==> config.mk <==
export PLATFORM = sky130hd
export DESIGN_NAME = hazard_ctrl_flat
export DESIGN_NICKNAME = d
export VERILOG_FILES = /design/src/rtl/hazard_ctrl_pkg.sv /design/src/rtl/hazard_ctrl_if.sv /design/src/rtl/hazard_ctrl_reg_match.sv /design/src/rtl/hazard_ctrl.sv /design/src/flat_wrapper.sv
export SDC_FILE = /design/constraint.sdc
export NUM_CORES = 1
export LEC_CHECK = 0
export BUFFER_PORTS_ARGS = -buffer_cell sky130_fd_sc_hd__buf_2
export CORE_MARGIN = 2
export CORE_UTILIZATION = 50
export DETAILED_ROUTE_END_ITERATION = 7
export GPL_TIMING_DRIVEN = 0
export PLACE_DENSITY = 0.83
export SLEW_MARGIN = 20
export SYNTH_ARGS = -nofsm -noshare
export SYNTH_HDL_FRONTEND = slang
export SYNTH_HIERARCHICAL = 1
export SYNTH_SLANG_ARGS = --single-unit
==> constraint.sdc <==
create_clock -name clock -period 1.9 [get_ports clock]
set_input_delay 0 -clock clock [delete_from_list [all_inputs] [get_ports clock]]
set_output_delay 0 -clock clock [all_outputs]
set_load 0.02 [all_outputs]
==> src/rtl/hazard_ctrl_pkg.sv <==
// Shared widths, bypass select encodings, FSM states and pipeline slot layouts
// for the hazard/forwarding controller.
package hazard_ctrl_pkg;

  localparam int REG_W = 5;
  localparam int CNT_W = 6;

  localparam logic [1:0] BYP_DX = 2'b00;
  localparam logic [1:0] BYP_XM = 2'b01;
  localparam logic [1:0] BYP_MW = 2'b10;

  typedef enum logic {
    RUN     = 1'b0,
    MD_WAIT = 1'b1
  } state_t;

  typedef struct packed {
    logic             v;
    logic [REG_W-1:0] rd;
    logic             we;
    logic             ld;
    logic             md;
    logic [REG_W-1:0] rs1;
    logic [REG_W-1:0] rs2;
    logic             rs1_rd;
    logic             rs2_rd;
  } dx_t;

  // No load flag past X: nothing downstream of the D/X slot consumes it.
  typedef struct packed {
    logic             v;
    logic [REG_W-1:0] rd;
    logic             we;
  } xm_t;

  typedef struct packed {
    logic             v;
    logic [REG_W-1:0] rd;
    logic             we;
  } mw_t;

endpackage

==> src/rtl/hazard_ctrl_if.sv <==
// Decode-stage fields, multdiv handshake and hazard/bypass results between
// the pipeline (master) and the hazard controller (slave).
interface hazard_ctrl_if;
  import hazard_ctrl_pkg::*;

  logic             d_valid;
  logic [REG_W-1:0] d_rs1;
  logic [REG_W-1:0] d_rs2;
  logic             d_rs1_rd;
  logic             d_rs2_rd;
  logic [REG_W-1:0] d_rd;
  logic             d_we;
  logic             d_is_load;
  logic             d_is_md;
  logic             md_ready;
  logic             stall;
  logic             md_start;
  logic [1:0]       byp_a;
  logic [1:0]       byp_b;
  logic             md_err;

  modport master (
    output d_valid, d_rs1, d_rs2, d_rs1_rd, d_rs2_rd, d_rd, d_we,
           d_is_load, d_is_md, md_ready,
    input  stall, md_start, byp_a, byp_b, md_err
  );

  modport slave (
    input  d_valid, d_rs1, d_rs2, d_rs1_rd, d_rs2_rd, d_rd, d_we,
           d_is_load, d_is_md, md_ready,
    output stall, md_start, byp_a, byp_b, md_err
  );

endinterface

==> src/rtl/hazard_ctrl_reg_match.sv <==
// Register dependency comparator: equal numbers, producer writes, and the
// register is not r0.
module hazard_ctrl_reg_match
  import hazard_ctrl_pkg::*;
(
  input  logic [REG_W-1:0] rs,
  input  logic [REG_W-1:0] rd,
  input  logic             we,
  output logic             match
);

  assign match = we && (rd != '0) && (rs == rd);

endmodule

==> src/rtl/hazard_ctrl.sv <==
// Hazard and forwarding controller: tracks in-flight destinations, raises
// load-use and multdiv stalls, and selects X-stage operand bypasses.
module hazard_ctrl
  import hazard_ctrl_pkg::*;
#(
  parameter int MD_TIMEOUT = 40
) (
  input  logic         clock,
  input  logic         reset,
  hazard_ctrl_if.slave hif
);

  localparam logic [CNT_W-1:0] CNT_TC = CNT_W'(MD_TIMEOUT - 1);

  state_t           state;
  dx_t              dx;
  dx_t              dx_new;
  xm_t              xm;
  mw_t              mw;
  logic [CNT_W-1:0] cnt;
  logic             md_err_q;

  logic m_lu1, m_lu2, m_xa, m_ma, m_xb, m_mb;
  logic luse, md_start, cnt_tc, md_done, stall;
  logic [1:0] byp_a, byp_b;

  always_comb begin
    dx_new        = '0;
    dx_new.v      = hif.d_valid;
    dx_new.rd     = hif.d_rd;
    dx_new.we     = hif.d_we;
    dx_new.ld     = hif.d_is_load;
    dx_new.md     = hif.d_is_md;
    dx_new.rs1    = hif.d_rs1;
    dx_new.rs2    = hif.d_rs2;
    dx_new.rs1_rd = hif.d_rs1_rd;
    dx_new.rs2_rd = hif.d_rs2_rd;
  end

  hazard_ctrl_reg_match u_lu1 (.rs(hif.d_rs1), .rd(dx.rd), .we(dx.we),         .match(m_lu1));
  hazard_ctrl_reg_match u_lu2 (.rs(hif.d_rs2), .rd(dx.rd), .we(dx.we),         .match(m_lu2));
  hazard_ctrl_reg_match u_xa  (.rs(dx.rs1),    .rd(xm.rd), .we(xm.v && xm.we), .match(m_xa));
  hazard_ctrl_reg_match u_ma  (.rs(dx.rs1),    .rd(mw.rd), .we(mw.v && mw.we), .match(m_ma));
  hazard_ctrl_reg_match u_xb  (.rs(dx.rs2),    .rd(xm.rd), .we(xm.v && xm.we), .match(m_xb));
  hazard_ctrl_reg_match u_mb  (.rs(dx.rs2),    .rd(mw.rd), .we(mw.v && mw.we), .match(m_mb));

  assign luse = (state == RUN) && hif.d_valid && dx.v && dx.ld &&
                ((hif.d_rs1_rd && m_lu1) || (hif.d_rs2_rd && m_lu2));
  assign md_start = (state == RUN) && dx.v && dx.md;
  assign cnt_tc   = (cnt == CNT_TC);
  assign md_done  = hif.md_ready || cnt_tc;
  assign stall    = luse || md_start || ((state == MD_WAIT) && !md_done);

  // Youngest producer wins; a bubble or unread source keeps the D/X value.
  always_comb begin
    byp_a = BYP_DX;
    byp_b = BYP_DX;
    if (dx.v && dx.rs1_rd) begin
      if (m_xa)      byp_a = BYP_XM;
      else if (m_ma) byp_a = BYP_MW;
    end
    if (dx.v && dx.rs2_rd) begin
      if (m_xb)      byp_b = BYP_XM;
      else if (m_mb) byp_b = BYP_MW;
    end
  end

  always_ff @(posedge clock or negedge reset) begin
    if (!reset) begin
      state    <= RUN;
      dx       <= '0;
      xm       <= '0;
      mw       <= '0;
      cnt      <= '0;
      md_err_q <= 1'b0;
    end else begin
      mw <= '{v: xm.v, rd: xm.rd, we: xm.we};
      if (state == RUN) begin
        if (md_start) begin
          state <= MD_WAIT;
          cnt   <= '0;
          xm    <= '0;
        end else begin
          xm <= '{v: dx.v, rd: dx.rd, we: dx.we};
          dx <= luse ? '0 : dx_new;
        end
      end else if (md_done) begin
        // A watchdog-released result is garbage, so it must not be forwarded.
        xm       <= '{v: dx.v, rd: dx.rd, we: dx.we && hif.md_ready};
        dx       <= dx_new;
        state    <= RUN;
        md_err_q <= md_err_q || !hif.md_ready;
      end else begin
        xm  <= '0;
        cnt <= cnt + 1'b1;
      end
    end
  end

  assign hif.stall    = stall;
  assign hif.md_start = md_start;
  assign hif.byp_a    = byp_a;
  assign hif.byp_b    = byp_b;
  assign hif.md_err   = md_err_q;

endmodule

==> src/flat_wrapper.sv <==
// flat-port wrapper written by rule: the top's interface ports become plain ports
module hazard_ctrl_flat import hazard_ctrl_pkg::*;
#(
  parameter int MD_TIMEOUT = 40
)
  (clock, reset, hif_d_valid, hif_d_rs1, hif_d_rs2, hif_d_rs1_rd, hif_d_rs2_rd, hif_d_rd, hif_d_we, hif_d_is_load, hif_d_is_md, hif_md_ready, hif_stall, hif_md_start, hif_byp_a, hif_byp_b, hif_md_err);
  hazard_ctrl_if hif_i ();
  input  logic clock;
  input  logic reset;
  input wire logic [$bits(hif_i.d_valid)-1:0] hif_d_valid;
  input wire logic [$bits(hif_i.d_rs1)-1:0] hif_d_rs1;
  input wire logic [$bits(hif_i.d_rs2)-1:0] hif_d_rs2;
  input wire logic [$bits(hif_i.d_rs1_rd)-1:0] hif_d_rs1_rd;
  input wire logic [$bits(hif_i.d_rs2_rd)-1:0] hif_d_rs2_rd;
  input wire logic [$bits(hif_i.d_rd)-1:0] hif_d_rd;
  input wire logic [$bits(hif_i.d_we)-1:0] hif_d_we;
  input wire logic [$bits(hif_i.d_is_load)-1:0] hif_d_is_load;
  input wire logic [$bits(hif_i.d_is_md)-1:0] hif_d_is_md;
  input wire logic [$bits(hif_i.md_ready)-1:0] hif_md_ready;
  output wire logic [$bits(hif_i.stall)-1:0] hif_stall;
  output wire logic [$bits(hif_i.md_start)-1:0] hif_md_start;
  output wire logic [$bits(hif_i.byp_a)-1:0] hif_byp_a;
  output wire logic [$bits(hif_i.byp_b)-1:0] hif_byp_b;
  output wire logic [$bits(hif_i.md_err)-1:0] hif_md_err;
  assign hif_i.d_valid = hif_d_valid;
  assign hif_i.d_rs1 = hif_d_rs1;
  assign hif_i.d_rs2 = hif_d_rs2;
  assign hif_i.d_rs1_rd = hif_d_rs1_rd;
  assign hif_i.d_rs2_rd = hif_d_rs2_rd;
  assign hif_i.d_rd = hif_d_rd;
  assign hif_i.d_we = hif_d_we;
  assign hif_i.d_is_load = hif_d_is_load;
  assign hif_i.d_is_md = hif_d_is_md;
  assign hif_i.md_ready = hif_md_ready;
  assign hif_stall = hif_i.stall;
  assign hif_md_start = hif_i.md_start;
  assign hif_byp_a = hif_i.byp_a;
  assign hif_byp_b = hif_i.byp_b;
  assign hif_md_err = hif_i.md_err;
  hazard_ctrl #(.MD_TIMEOUT(MD_TIMEOUT)) u_core (.clock(clock), .reset(reset), .hif(hif_i));
endmodule
== Word level (Yosys, flattened, before mapping) ==
Cells that the tools add are included.

* Bits in registers: 43
* Bits of input ports: 24
* Output and inout port bits: 7

* Add/subtract/negate cells: 1
* Eq/ne operators: 10
* Mux-type cells: 19
* Bitwise operators: 1
* Reduce and logical (&&, ||, !) cells: 37

{| class="wikitable"
|+ Operator list
! kind !! number
|-
| two-way mux 21 bit || 4
|-
| == test 5 bit || 6
|-
| logical AND 1 bit || 23
|-
| two-way mux 7 bit || 3
|-
| two-way mux 6 bit || 3
|-
| nonzero test 5 bit || 3
|-
| two-way mux 2 bit || 6
|-
| adder 6 x 1 -> 6 bit (second input constant) || 1
|-
| == test 6 bit (second input constant) || 1
|-
| AND reduction 2 bit || 3
|-
| logical OR 1 bit || 5
|-
| inequality test 2 bit (second input constant) || 2
|-
| two-way mux 1 bit || 3
|-
| logical NOT 1 bit || 2
|-
| inequality test 2 x 1 -> 1 bit (second input constant) || 1
|-
| nonzero test 2 bit || 1
|-
| inverter 1 bit || 1
|}

== Depth between registers and ports, before layout ==
Gate-level depths: netlist of run 1.

* Depth in word-level cells: 9
* Depth in mapped cells: 8

== Modules after synthesis ==
Netlist of run 1, hierarchy kept.

{| class="wikitable"
|+ Modules (own cells, without submodules)
! module !! times used !! cells each !! area each (um^2) !! sequential area each (um^2)
|-
| hazard_ctrl || 1 || 163 || 1762.9 || 1076.0
|-
| hazard_ctrl_reg_match || 6 || 10 || 76.3 || 0.0
|}

== Worst setup path after synthesis of run 1 ==
No wires, ideal clock.

* Kind: register to register
* From: register u_core/dx[16] in the netlist's numbering
* To: register u_core/dx[4] in the netlist's numbering
* Setup time: 0.083 ns
* Arrival: 1.726 ns
* Data required time: 1.817 ns
* Setup slack: 0.092 ns
* Cell stages (with the launch flop): 9
* Buffers on the path: 1
* Path through: dfrtp_1 -> nor4_2 -> o21ai_1 -> and4_1 -> a22o_1 -> nand4_1 -> clkbuf_1 -> nand2_1 -> o21ai_0

* Cells in the longest elaborated chain, start to end: 9

{| class="wikitable"
|+ Ends and longest elaborated chain
! item !! line !! text
|-
| start: declaration || hazard_ctrl.sv:16 || <nowiki>dx_t dx;</nowiki>
|-
| start signal: assignment || hazard_ctrl.sv:85 || <nowiki>dx <= luse ? '0 : dx_new;</nowiki>
|-
| start signal: assignment || hazard_ctrl.sv:90 || <nowiki>dx <= dx_new;</nowiki>
|-
| nonzero test 5 bit || hazard_ctrl_reg_match.sv:12 || <nowiki>assign match = we && (rd != '0) && (rs == rd);</nowiki>
|-
| logical AND 1 bit || hazard_ctrl_reg_match.sv:12 ||
|-
| logical AND 1 bit (*) || hazard_ctrl_reg_match.sv:12 ||
|-
| via u_core.m_lu1 || hazard_ctrl.sv:23 || <nowiki>logic m_lu1, m_lu2, m_xa, m_ma, m_xb, m_mb;</nowiki>
|-
| logical AND 1 bit (*) || hazard_ctrl.sv:48 || <nowiki>((hif.d_rs1_rd && m_lu1) || (hif.d_rs2_rd && m_lu2));</nowiki>
|-
| logical OR 1 bit (*) || hazard_ctrl.sv:48 ||
|-
| logical AND 1 bit (*) || hazard_ctrl.sv:47 || <nowiki>assign luse = (state == RUN) && hif.d_valid && dx.v && dx.ld &&</nowiki>
|-
| two-way mux 21 bit (*) || hazard_ctrl.sv:85 ||
|-
| two-way mux 21 bit (*) || hazard_ctrl.sv:79 || <nowiki>if (md_start) begin</nowiki>
|-
| two-way mux 21 bit (*) || hazard_ctrl.sv:78 || <nowiki>if (state == RUN) begin</nowiki>
|}

The timed path passes the listed nets; every way through them passes the cells marked *. The select of a mux whose other input is x is not followed.
A chain may end at the register's enable or synchronous reset.

== Final worst setup path of run 1 ==
* From: register u_core/dx[17] in the netlist's numbering
* To: output hif_stall

* Cells in the longest elaborated chain, start to end: 8

{| class="wikitable"
|+ Ends and longest elaborated chain
! item !! line !! text
|-
| nonzero test 5 bit || hazard_ctrl_reg_match.sv:12 ||
|-
| logical AND 1 bit || hazard_ctrl_reg_match.sv:12 ||
|-
| logical AND 1 bit (*) || hazard_ctrl_reg_match.sv:12 ||
|-
| via u_core.m_lu1 || hazard_ctrl.sv:23 ||
|-
| logical AND 1 bit (*) || hazard_ctrl.sv:48 ||
|-
| logical OR 1 bit (*) || hazard_ctrl.sv:48 ||
|-
| logical AND 1 bit (*) || hazard_ctrl.sv:47 ||
|-
| logical OR 1 bit (*) (2 in series) || hazard_ctrl.sv:52 || <nowiki>assign stall = luse || md_start || ((state == MD_WAIT) && !md_done);</nowiki>
|-
| end: declaration || flat_wrapper.sv:20 || <nowiki>output wire logic [$bits(hif_i.stall)-1:0] hif_stall;</nowiki>
|}

The timed path passes the listed nets; every way through them passes the cells marked *.

==> run_results.csv, run 1 <==
group,metric,value,unit
routing,vias_per_cell,5.929,
floorplan,core_area,4324,µm²
power_and_ir_drop,design_power_total,4.211,mW
floorplan,ios,31,
cts,clkLatencyLatePin,0.30,ns
yosys,syn_nets,248,
global_routing,grt-ovfl-total,0,
finish,layout-drive-gt1-share,0.2535,
floorplan,die_w,70.65,µm
setup_path,slowest_delay,0.49,ns
power_and_ir_drop,pwr_density_cell,1451,nW/µm²
setup_path,crit_path_start_kind,"flop",
cts,cts_buffers,5,
setup_path,critical_path_buf_inv_count,2,
timing,hold_viol_final,0,
run,drv_cap,0,
placement,dp_slack,-0.2584,ns
outcome,violations,"negative setup slack",
cts,cts_max_level,2,
routing,wl_per_cell,17.48,µm
timing,worst-slew-pin-transition,0.9355,ns
timing,setup_ws,-0.1804,ns
yosys,synth_cells,223,
cts,clockBufferDepth,2,
floorplan,initial_core_util,0.5136,
global_routing,grt_first_pass_wirelength,9.873,mm
power_and_ir_drop,ir_drop,0.0009896,V
finish,fillers,321,
global_routing,grt_max_degree,44,
placement,gp_congestion,0.7705,
global_routing,grt_use_total,0.2549,
min_path,hold_path_class,"input pin to flop",
setup_path,crit_path_max_fanout,6,
cts,cts_tree,"done",
cts,cts.clk_slew.worst_paths,0.08,ns
timing,rsz0062_at_grt,"true",
yosys,netlist_area,2221,µm²
timing,skew,0.004215,ns
timing,fmax,480.7,MHz
routing,vias,2016,
placement,port_buffers,30,
floorplan,rows,24,
yosys,synth-seq-cells,43,
timing,timing.slew.headroom,0.3764,
outcome,status,"finished with violations",
setup_path,crit_path_top_delay_cell,"dfrtp_2",
finish,nNetsFinal,312,
timing,finalMaxSlewViolations,0,
setup_path,cp.required,1.90,ns
placement,place_hpwl,3.396,mm
setup_path,worst_setup_path_end_kind,"output port",
setup_path,worst_ep_arrival_time,2.08,ns
yosys,synth_cell_type_count,36,
routing,postRouteAntennaNets,0,
yosys,avgSynthCellArea,9.959,µm²
finish,syn2layout_area_growth,30.65,%
finish,antenna_cells,0,
timing,hold-worst-slack,0.1025,ns
power_and_ir_drop,p_leak,1.343,nW
timing,setup_viol,22,
floorplan,die_area,4991,µm²
timing,min_period,2.080,ns
global_routing,antenna_found_initial,0,
routing,drtIter0Drc,139,
timing,finalCritPeriodShare,1.095,
cts,cts_num_sinks,43,
global_routing,grt_pass1_vias,1987,
routing,drtPass1Iterations,5,
cts,root_buffer,"clkbuf_8",
yosys,yosysWarnings,6,
floorplan,die_h,70.65,µm
setup_path,path_class,"flop to output port",
yosys,synth-seq-area-share,0.4845,
setup_path,critPathTopFamily,"simple AND/OR/NAND/NOR gates",
finish,fin_util,0.6710,
routing,drt-total-wl,5.944,mm
routing,drc,0,
setup_path,cp_cell_sequence,"xor2_1, nor3_1, and4_1, a22o_1, nand4_1, clkbuf_8, nand2_2, buf_6",
routing by layer:
metal / vias up / global-route usage / wire, µm
li1: 916 / - / -
met1: 980 / 0.3361 / 2395
met2: 94 / 0.4025 / 2851
met3: 26 / 0.05556 / 435
met4: 0 / 0.1237 / 260
met5: - / 0 / 0
worst reg2reg max path: cells and delay by family, from the launching register on:
family	cells	cell delay, ns
flip-flops	1	0.47
AND/OR/NAND/NOR	4	0.56
AO/OA/AOI/OAI	3	0.46
buffers and inverters	3	0.49
path summary, 6_finish.rpt:
path,from,to,slack [ns],depth (start not counted)
setup reg to reg,u_core/dx[18],u_core/dx[6],-0.17,10
hold reg to reg,u_core/xm[6],u_core/mw[6],0.38,0
max in group asynchronous,reset,u_core/dx[17],0.89,2
setup / recovery,u_core/dx[17],hif_stall,-0.18,8
hold / removal,hif_md_ready,u_core/cnt[2],0.10,4
min in group asynchronous,reset,u_core/dx[18],0.38,2
registers in the layout (all words and copies together), names as in the netlist:
| register | flops |
|---|---|
| u_core/cnt | 6 |
| u_core/dx | 21 |
| u_core/hif.md_err | 1 |
| u_core/mw | 7 |
| u_core/state | 1 |
| u_core/xm | 7 |
kinds of logic after synthesis:
kind of cell,after synthesis,share of synthesized area
multiplexers,1,0.005070
adder cells (fa/ha/maj),1,0.005633
buffers and inverters,12,0.02704
XOR/XNOR,25,0.09859
AO/OA/AOI/OAI,59,0.1510
AND/OR/NAND/NOR,82,0.2282
flip-flops,43,0.4845
cell type report:
type | instances | area, µm² | share of cell area
sequential | 43 | 1081 | 0.3726
timing repair buffer | 57 | 421.7 | 0.1453
multi-input combinational | 168 | 1121 | 0.3864
inverter | 4 | 17.52 | 0.006037
tap | 52 | 65.06 | 0.02242
buffer | 8 | 62.56 | 0.02156
clock buffer | 6 | 72.57 | 0.02501
clock inverter | 2 | 60.06 | 0.02070
where the power goes:
| group | switching [mW] | total, mW | internal (mW) |
|---|---|---|---|
| registers | 0.568 | 1.89 | 1.32 |
| logic | 0.772 | 1.48 | 0.708 |
| clock network | 0.318 | 0.843 | 0.525 |
cells in the mapped netlist:
library cell | instances | area, µm²
dfrtp_1 | 43 | 1076
nand2_1 | 32 | 120.1
o21ai_0 | 27 | 135.1
o21ai_1 | 24 | 120.1
xor2_1 | 19 | 166.4
and2_1 | 7 | 43.79
and4_1 | 6 | 52.55
nor3_1 | 6 | 30.03
nor4_2 | 6 | 75.07
or2_0 | 6 | 37.54
xnor2_1 | 6 | 52.55
and3_1 | 4 | 25.02
buf_2 | 3 | 15.01
clkbuf_1 | 3 | 11.26
inv_1 | 3 | 11.26
nand3_1 | 3 | 15.01
nor2b_1 | 3 | 18.77
a22o_1 | 2 | 17.52
and4b_1 | 2 | 20.02
nand4_1 | 2 | 12.51
a31oi_1 | 1 | 6.260
a31oi_4 | 1 | 21.27
a41o_1 | 1 | 10.01
a41oi_1 | 1 | 8.760
buf_6 | 1 | 11.26
clkbuf_2 | 1 | 5.000
ha_1 | 1 | 12.51
inv_4 | 1 | 6.260
mux2_2 | 1 | 11.26
nand2b_1 | 1 | 6.260
nor2_1 | 1 | 3.750
nor2_8 | 1 | 20.02
nor3b_1 | 1 | 7.510
nor3b_4 | 1 | 18.77
o211ai_1 | 1 | 7.510
o221ai_1 | 1 | 8.760
layout by cell type, fill, tap and decap left out, types with 2 or more instances in the layout:
cell type / count
dfrtp_1: 39
buf_2: 32
nand2_1: 26
o21ai_1: 26
o21ai_0: 25
dlygate4sd3_1: 22
xor2_1: 18
clkbuf_8: 7
and2_1: 7
nand2_2: 6
or2_0: 6
xnor2_1: 6
and4_1: 6
nor3_1: 5
nor4_2: 5
and3_1: 4
dfrtp_2: 4
buf_4: 4
nor2b_1: 3
nand3_1: 3
bufinv_16: 2
clkbuf_1: 2
buf_6: 2
a22o_1: 2
nand4_1: 2
and4b_1: 2
inv_1: 2
stage by stage:
stage	setup TNS [ns]	cell area (µm²)	std cells
2_1_floorplan	0	2221	223
3_3_place_gp	-4.057	2436	305
3_5_place_dp	-4.696	2436	305
4_1_cts	-0.2610	2884	340
5_1_grt	-4.085	2902	340
6_report	-2.427	2902	340
timing repair:
action,in CTS,in global routing
endpoints found under the hold margin,64,0
resized for setup,22,4
pin swaps,9,0
gates cloned,1,0
hold buffers,22,0
buffers inserted,4,0
setup endpoints to repair,20,23
Note: power is estimated with default switching activity, not from simulation.
==> run 2: changes to the inputs <==
PLACE_DENSITY = 0.74   (was 0.83)
==> run_results.csv, run 2 (synthesized netlist as in run 1, its figures left out) <==
group,metric,value,unit
global_routing,grt_first_pass_wirelength,8.983,mm
finish,syn2layout_area_growth,27.49,%
floorplan,rows,24,
cts,cts_buffers,5,
cts,cts.clk_slew.worst_paths,0.08,ns
finish,fin_util,0.6548,
setup_path,worst_ep_arrival_time,2.11,ns
outcome,violations,"negative setup slack",
floorplan,initial_core_util,0.5136,
cts,root_buffer,"clkbuf_8",
floorplan,core_area,4324,µm²
timing,finalSetupTns,-3.036,ns
global_routing,grt_pass1_vias,1876,
power_and_ir_drop,ir_drop,0.0007535,V
timing,worst-slew-pin-transition,0.9448,ns
cts,clockBufferDepth,2,
setup_path,crit_path_top_delay_cell,"dfrtp_2",
setup_path,critical_path_buf_inv_count,2,
routing,wl_per_cell,15.41,µm
global_routing,grt-ovfl-total,0,
floorplan,die_w,70.65,µm
setup_path,crit_path_max_fanout,6,
setup_path,critPathTopFamily,"simple AND/OR/NAND/NOR gates",
finish,instances_no_fill,338,
global_routing,antenna_found_initial,0,
global_routing,grt_use_total,0.2266,
routing,drtIter0Drc,108,
placement,place_hpwl,3.387,mm
timing,rsz0062_at_grt,"true",
run,drv_cap,0,
floorplan,ios,31,
setup_path,cp_cell_sequence,"xor2_1, nor3_2, and4_1, a22o_1, nand4_1, clkbuf_8, nand2_1, buf_6",
setup_path,crit_path_start_kind,"flop",
cts,clkLatencyLatePin,0.29,ns
power_and_ir_drop,p_leak,1.321,nW
routing,postRouteAntennaNets,0,
setup_path,path_class,"flop to output port",
timing,finalMaxSlewViolations,0,
timing,setup_viol,22,
power_and_ir_drop,pwr_density_cell,1390,nW/µm²
timing,fmax,474.1,MHz
timing,finalCritPeriodShare,1.110,
timing,skew,0.009046,ns
finish,final_common_cell,"dfrtp_1",
finish,antenna_cells,0,
global_routing,grt_max_degree,44,
finish,layout-drive-gt1-share,0.2308,
placement,dp_cells,305,
setup_path,worst_setup_path_end_kind,"output port",
cts,cts_tree,"done",
finish,top_register,"u_core/dx",
outcome,status,"finished with violations",
setup_path,slowest_delay,0.47,ns
placement,port_buffers,30,
power_and_ir_drop,design_power_total,3.937,mW
finish,reg.largest.list,"u_core/dx: 21 flops, u_core/mw: 7 flops, u_core/xm: 7 flops",
routing,vias,1856,
cts,cts_max_level,2,
finish,nNetsFinal,311,
finish,largest_reg_flops,21,
timing,min_period,2.109,ns
floorplan,die_area,4991,µm²
timing,timing.slew.headroom,0.3701,
routing,drtPass1Iterations,4,
routing,drc,0,
timing,hold_viol_final,0,
routing,drt-total-wl,5.208,mm
placement,gp_congestion,0.8185,
placement,dp_slack,-0.2378,ns
cts,cts_num_sinks,43,
timing,setup_ws,-0.2092,ns
routing,vias_per_cell,5.491,
floorplan,die_h,70.65,µm
finish,final_cell_mix,"dfrtp_1, buf_2, nand2_1",
setup_path,cp.required,1.90,ns
min_path,hold_path_class,"input pin to flop",
==> run 2: changes by cell type in the layout (fill, tap and decap cells not counted), sizes merged <==
cell    delta
buf        -1
bufinv     -1
==> run 2: routing by layer <==
metal | vias to the layer above | track usage | share of wire
met4 | 0 | 0.05241 | 0.013
met3 | 7 | 0.03989 | 0.032
met2 | 43 | 0.3868 | 0.51
li1 | 908 | - | -
met1 | 898 | 0.3050 | 0.45
met5 | - | 0 | 0
==> run 2: cell type report <==
class / instances / area [µm²]
fillers: 348 / 1493
multi-input cells: 168 / 1096
flip-flops and latches: 43 / 1081
repair buffers: 56 / 406.6
clock buffers: 6 / 72.57
well taps: 52 / 65.06
plain buffers: 8 / 62.56
clock inverters: 1 / 30.03
inverters: 4 / 17.52
==> run 2: stage by stage <==
stage / hold WS, ns / area, µm²
finish: 0.07975 / 2831
global route: 0.1252 / 2831
CTS: 0.08852 / 2818
detailed placement: 0.1975 / 2436
global placement: 0.1881 / 2436
floorplan: -0.2956 / 2221
==> run 2: worst paths after layout <==
path | slack, ns | to | depth (start not counted) | from
max | -0.21 | hif_stall | 8 | u_core/dx[16]
min | 0.08 | u_core/cnt[2] | 4 | hif_md_ready
max reg2reg | -0.16 | u_core/dx[4] | 9 | u_core/dx[16]
min reg2reg | 0.37 | u_core/mw[6] | 0 | u_core/xm[6]
max in group asynchronous | 0.86 | u_core/dx[17] | 2 | reset
min in group asynchronous | 0.40 | u_core/cnt[5] | 2 | reset
==> run 2: timing repair <==
item / CTS / global route
cloned: 0 / 0
pin swaps: 1 / 3
endpoints found under the setup margin: 20 / 23
hold buffers: 22 / 0
endpoints found under the hold margin: 64 / 0
resized for setup: 10 / 6
setup buffers: 4 / 0
==> run 2: worst min-delay path: cells and delay by family <==
kind	cells	cell delay, ns
and+or+nand+nor	2	0.10
buffers and inverters	1	0.10
AOI/OAI and AO/OA	1	0.14
==> run 2: report_power, final <==
group	switching [mW]	internal [mW]
sequential	0.529	1.32
combinational	0.713	0.698
clock	0.292	0.385
total	1.53	2.40
==> run 3: changes to the inputs <==
CTS_CLUSTER_DIAMETER = 40   (was unset)
RECOVER_POWER = 25   (was unset)
==> run_results.csv, run 3 (synthesized netlist as in run 1, its figures left out) <==
group,metric,value,unit
min_path,hold_path_class,"input pin to flop",
setup_path,endpoint,"hif_stall",
floorplan,die_h,70.65,µm
cts,root_buffer,"clkbuf_8",
routing,wl_per_cell,15.43,µm
routing,wl_met3,159,µm
placement,dp_cells,305,
setup_path,worst_setup_path_end_kind,"output port",
setup_path,crit_path_max_fanout,6,
global_routing,grt_first_pass_wirelength,8.983,mm
outcome,status,"finished with violations",
power_and_ir_drop,pwr_density_cell,1392,nW/µm²
routing,dr_wl_met2,2.631,mm
routing,drtPass1Iterations,4,
timing,timing.slew.headroom,0.2990,
routing,drc,0,
power_and_ir_drop,ir_drop,0.0007533,V
routing,top_layer,"met4",
power_and_ir_drop,switching_share,0.3902,
cts,cts_num_sinks,43,
routing,drtIter0Drc,108,
finish,final_cell_mix,"dfrtp_1, nand2_1, buf_2",
placement,gp_congestion,0.8185,
timing,setup_ws,-0.2073,ns
routing,vias_per_cell,5.453,
global_routing,grt-ovfl-total,0,
setup_path,path_class,"flop to output port",
cts,clockBufferDepth,2,
timing,finalMaxSlewViolations,0,
finish,instances_no_fill,338,
setup_path,r2r_start,"u_core/dx[16]",
timing,worst-slew-pin-transition,1.051,ns
finish,reg.largest.list,"u_core/dx: 21 flops, u_core/mw: 7 flops, u_core/xm: 7 flops",
finish,top_register,"u_core/dx",
power_and_ir_drop,p_leak,1.317,nW
timing,hold_viol_final,0,
setup_path,startpoint,"u_core/dx[16]",
finish,final_common_cell,"dfrtp_1",
timing,hold-worst-slack,0.07948,ns
floorplan,ios,31,
power_and_ir_drop,comb_power_share,0.359,
setup_path,cp.required,1.90,ns
finish,largest_reg_flops,21,
run,drv_cap,0,
floorplan,die_w,70.65,µm
placement,place_hpwl,3.387,mm
setup_path,worst_ep_arrival_time,2.11,ns
floorplan,initial_core_util,0.5136,
routing,postRouteAntennaNets,0,
setup_path,worstRegToRegCells,9,
routing,routedLengthMet1,2.357,mm
cts,cts_tree,"done",
floorplan,core_area,4324,µm²
global_routing,grt_pass1_vias,1876,
floorplan,die_area,4991,µm²
routing,drt-total-wl,5.214,mm
power_and_ir_drop,p_sw,1.537,mW
timing,setup_viol,22,
placement,port_buffers,30,
timing,min_period,2.107,ns
power_and_ir_drop,intPower,2.402,mW
global_routing,grt_use_total,0.2266,
finish,layout-drive-gt1-share,0.2273,
timing,fmax,474.5,MHz
finish,syn2layout_area_growth,27.44,%
cts,clkLatencyLatePin,0.29,ns
global_routing,grt_max_degree,44,
min_path,hp-start,"hif_md_ready",
setup_path,rrSetupSlack,-0.16,ns
power_and_ir_drop,power_frac_seq,0.469,
timing,finalCritPeriodShare,1.109,
cts,cts_buffers,5,
setup_path,rr_endpoint,"u_core/dx[4]",
finish,antenna_cells,0,
global_routing,antenna_found_initial,0,
power_and_ir_drop,clkPwrFrac,0.172,
finish,fin_util,0.6545,
setup_path,crit_path_start_kind,"flop",
outcome,violations,"negative setup slack",
timing,skew,0.009300,ns
cts,cts.clk_slew.worst_paths,0.08,ns
routing,vias,1843,
finish,nNetsFinal,311,
floorplan,rows,24,
timing,rsz0062_at_grt,"true",
cts,cts_max_level,2,
==> run 3: cell type report <==
type	instances	area, µm²
buffer	8	62.56
clock buffer	6	72.57
clock inverter	1	30.03
fill	347	1494
inverter	4	17.52
multi-input combinational	168	1096
sequential	43	1081
tap	52	65.06
timing repair buffer	56	405.4
==> run 3: power groups by stage <==
| stage | Combinational, mW | Clock (mW) | Sequential (mW) |
|---|---|---|---|
| after global routing | 1.57 | 0.727 | 1.92 |
| after floorplan | 1.03 | 0 | 1.71 |
| after global placement | 1.26 | 0 | 1.84 |
| final | 1.41 | 0.678 | 1.85 |
| after detailed placement | 1.29 | 0 | 1.86 |
| after CTS | 1.37 | 0.683 | 1.84 |
==> run 3: critical path, stage by stage, from the launching register on <==
cell	delay, ns
dfrtp_2	0.47
xor2_1	0.19
nor3_2	0.22
and4_1	0.23
a22o_1	0.15
nand4_1	0.16
clkbuf_8	0.20
nand2_1	0.07
buf_6	0.11
==> run 3: how the worst min path moves through the flow <==
stage | to | slack [ns] | cells after the start
3_5_place_dp | u_core/dx[18] | 0.20 | 1
6_report | u_core/cnt[2] | 0.08 | 4
3_3_place_gp | u_core/dx[16] | 0.19 | 1
5_1_grt | u_core/hif.md_err | 0.13 | 3
4_1_cts | u_core/cnt[2] | 0.09 | 4
2_1_floorplan | u_core/cnt[0] | -0.30 | 0
==> run 3: per-layer routing <==
metal / global-route usage / vias up
met3: 0.03989 / 7
met2: 0.3868 / 41
li1: - / 908
met4: 0.05241 / 0
met1: 0.3050 / 887
met5: 0 / -
==> run 3: metrics by stage <==
step	instance area (µm²)	setup TNS, ns	setup slack (ns)	total power [mW]
after floorplan	2221	0	0.09181	2.743
after global placement	2436	-4.098	-0.2351	3.107
after detailed placement	2436	-4.220	-0.2378	3.158
after CTS	2818	-0.07289	-0.07289	3.895
after global routing	2830	-3.358	-0.2288	4.216
final	2830	-3.001	-0.2073	3.939
==> run 3: repair_timing <==
item	4_1_cts	5_1_grt
endpoints found under the hold margin	64	0
pin swaps	1	3
hold buffers	22	0
setup buffers	4	0
endpoints found under the setup margin	20	23
resized for setup	10	6
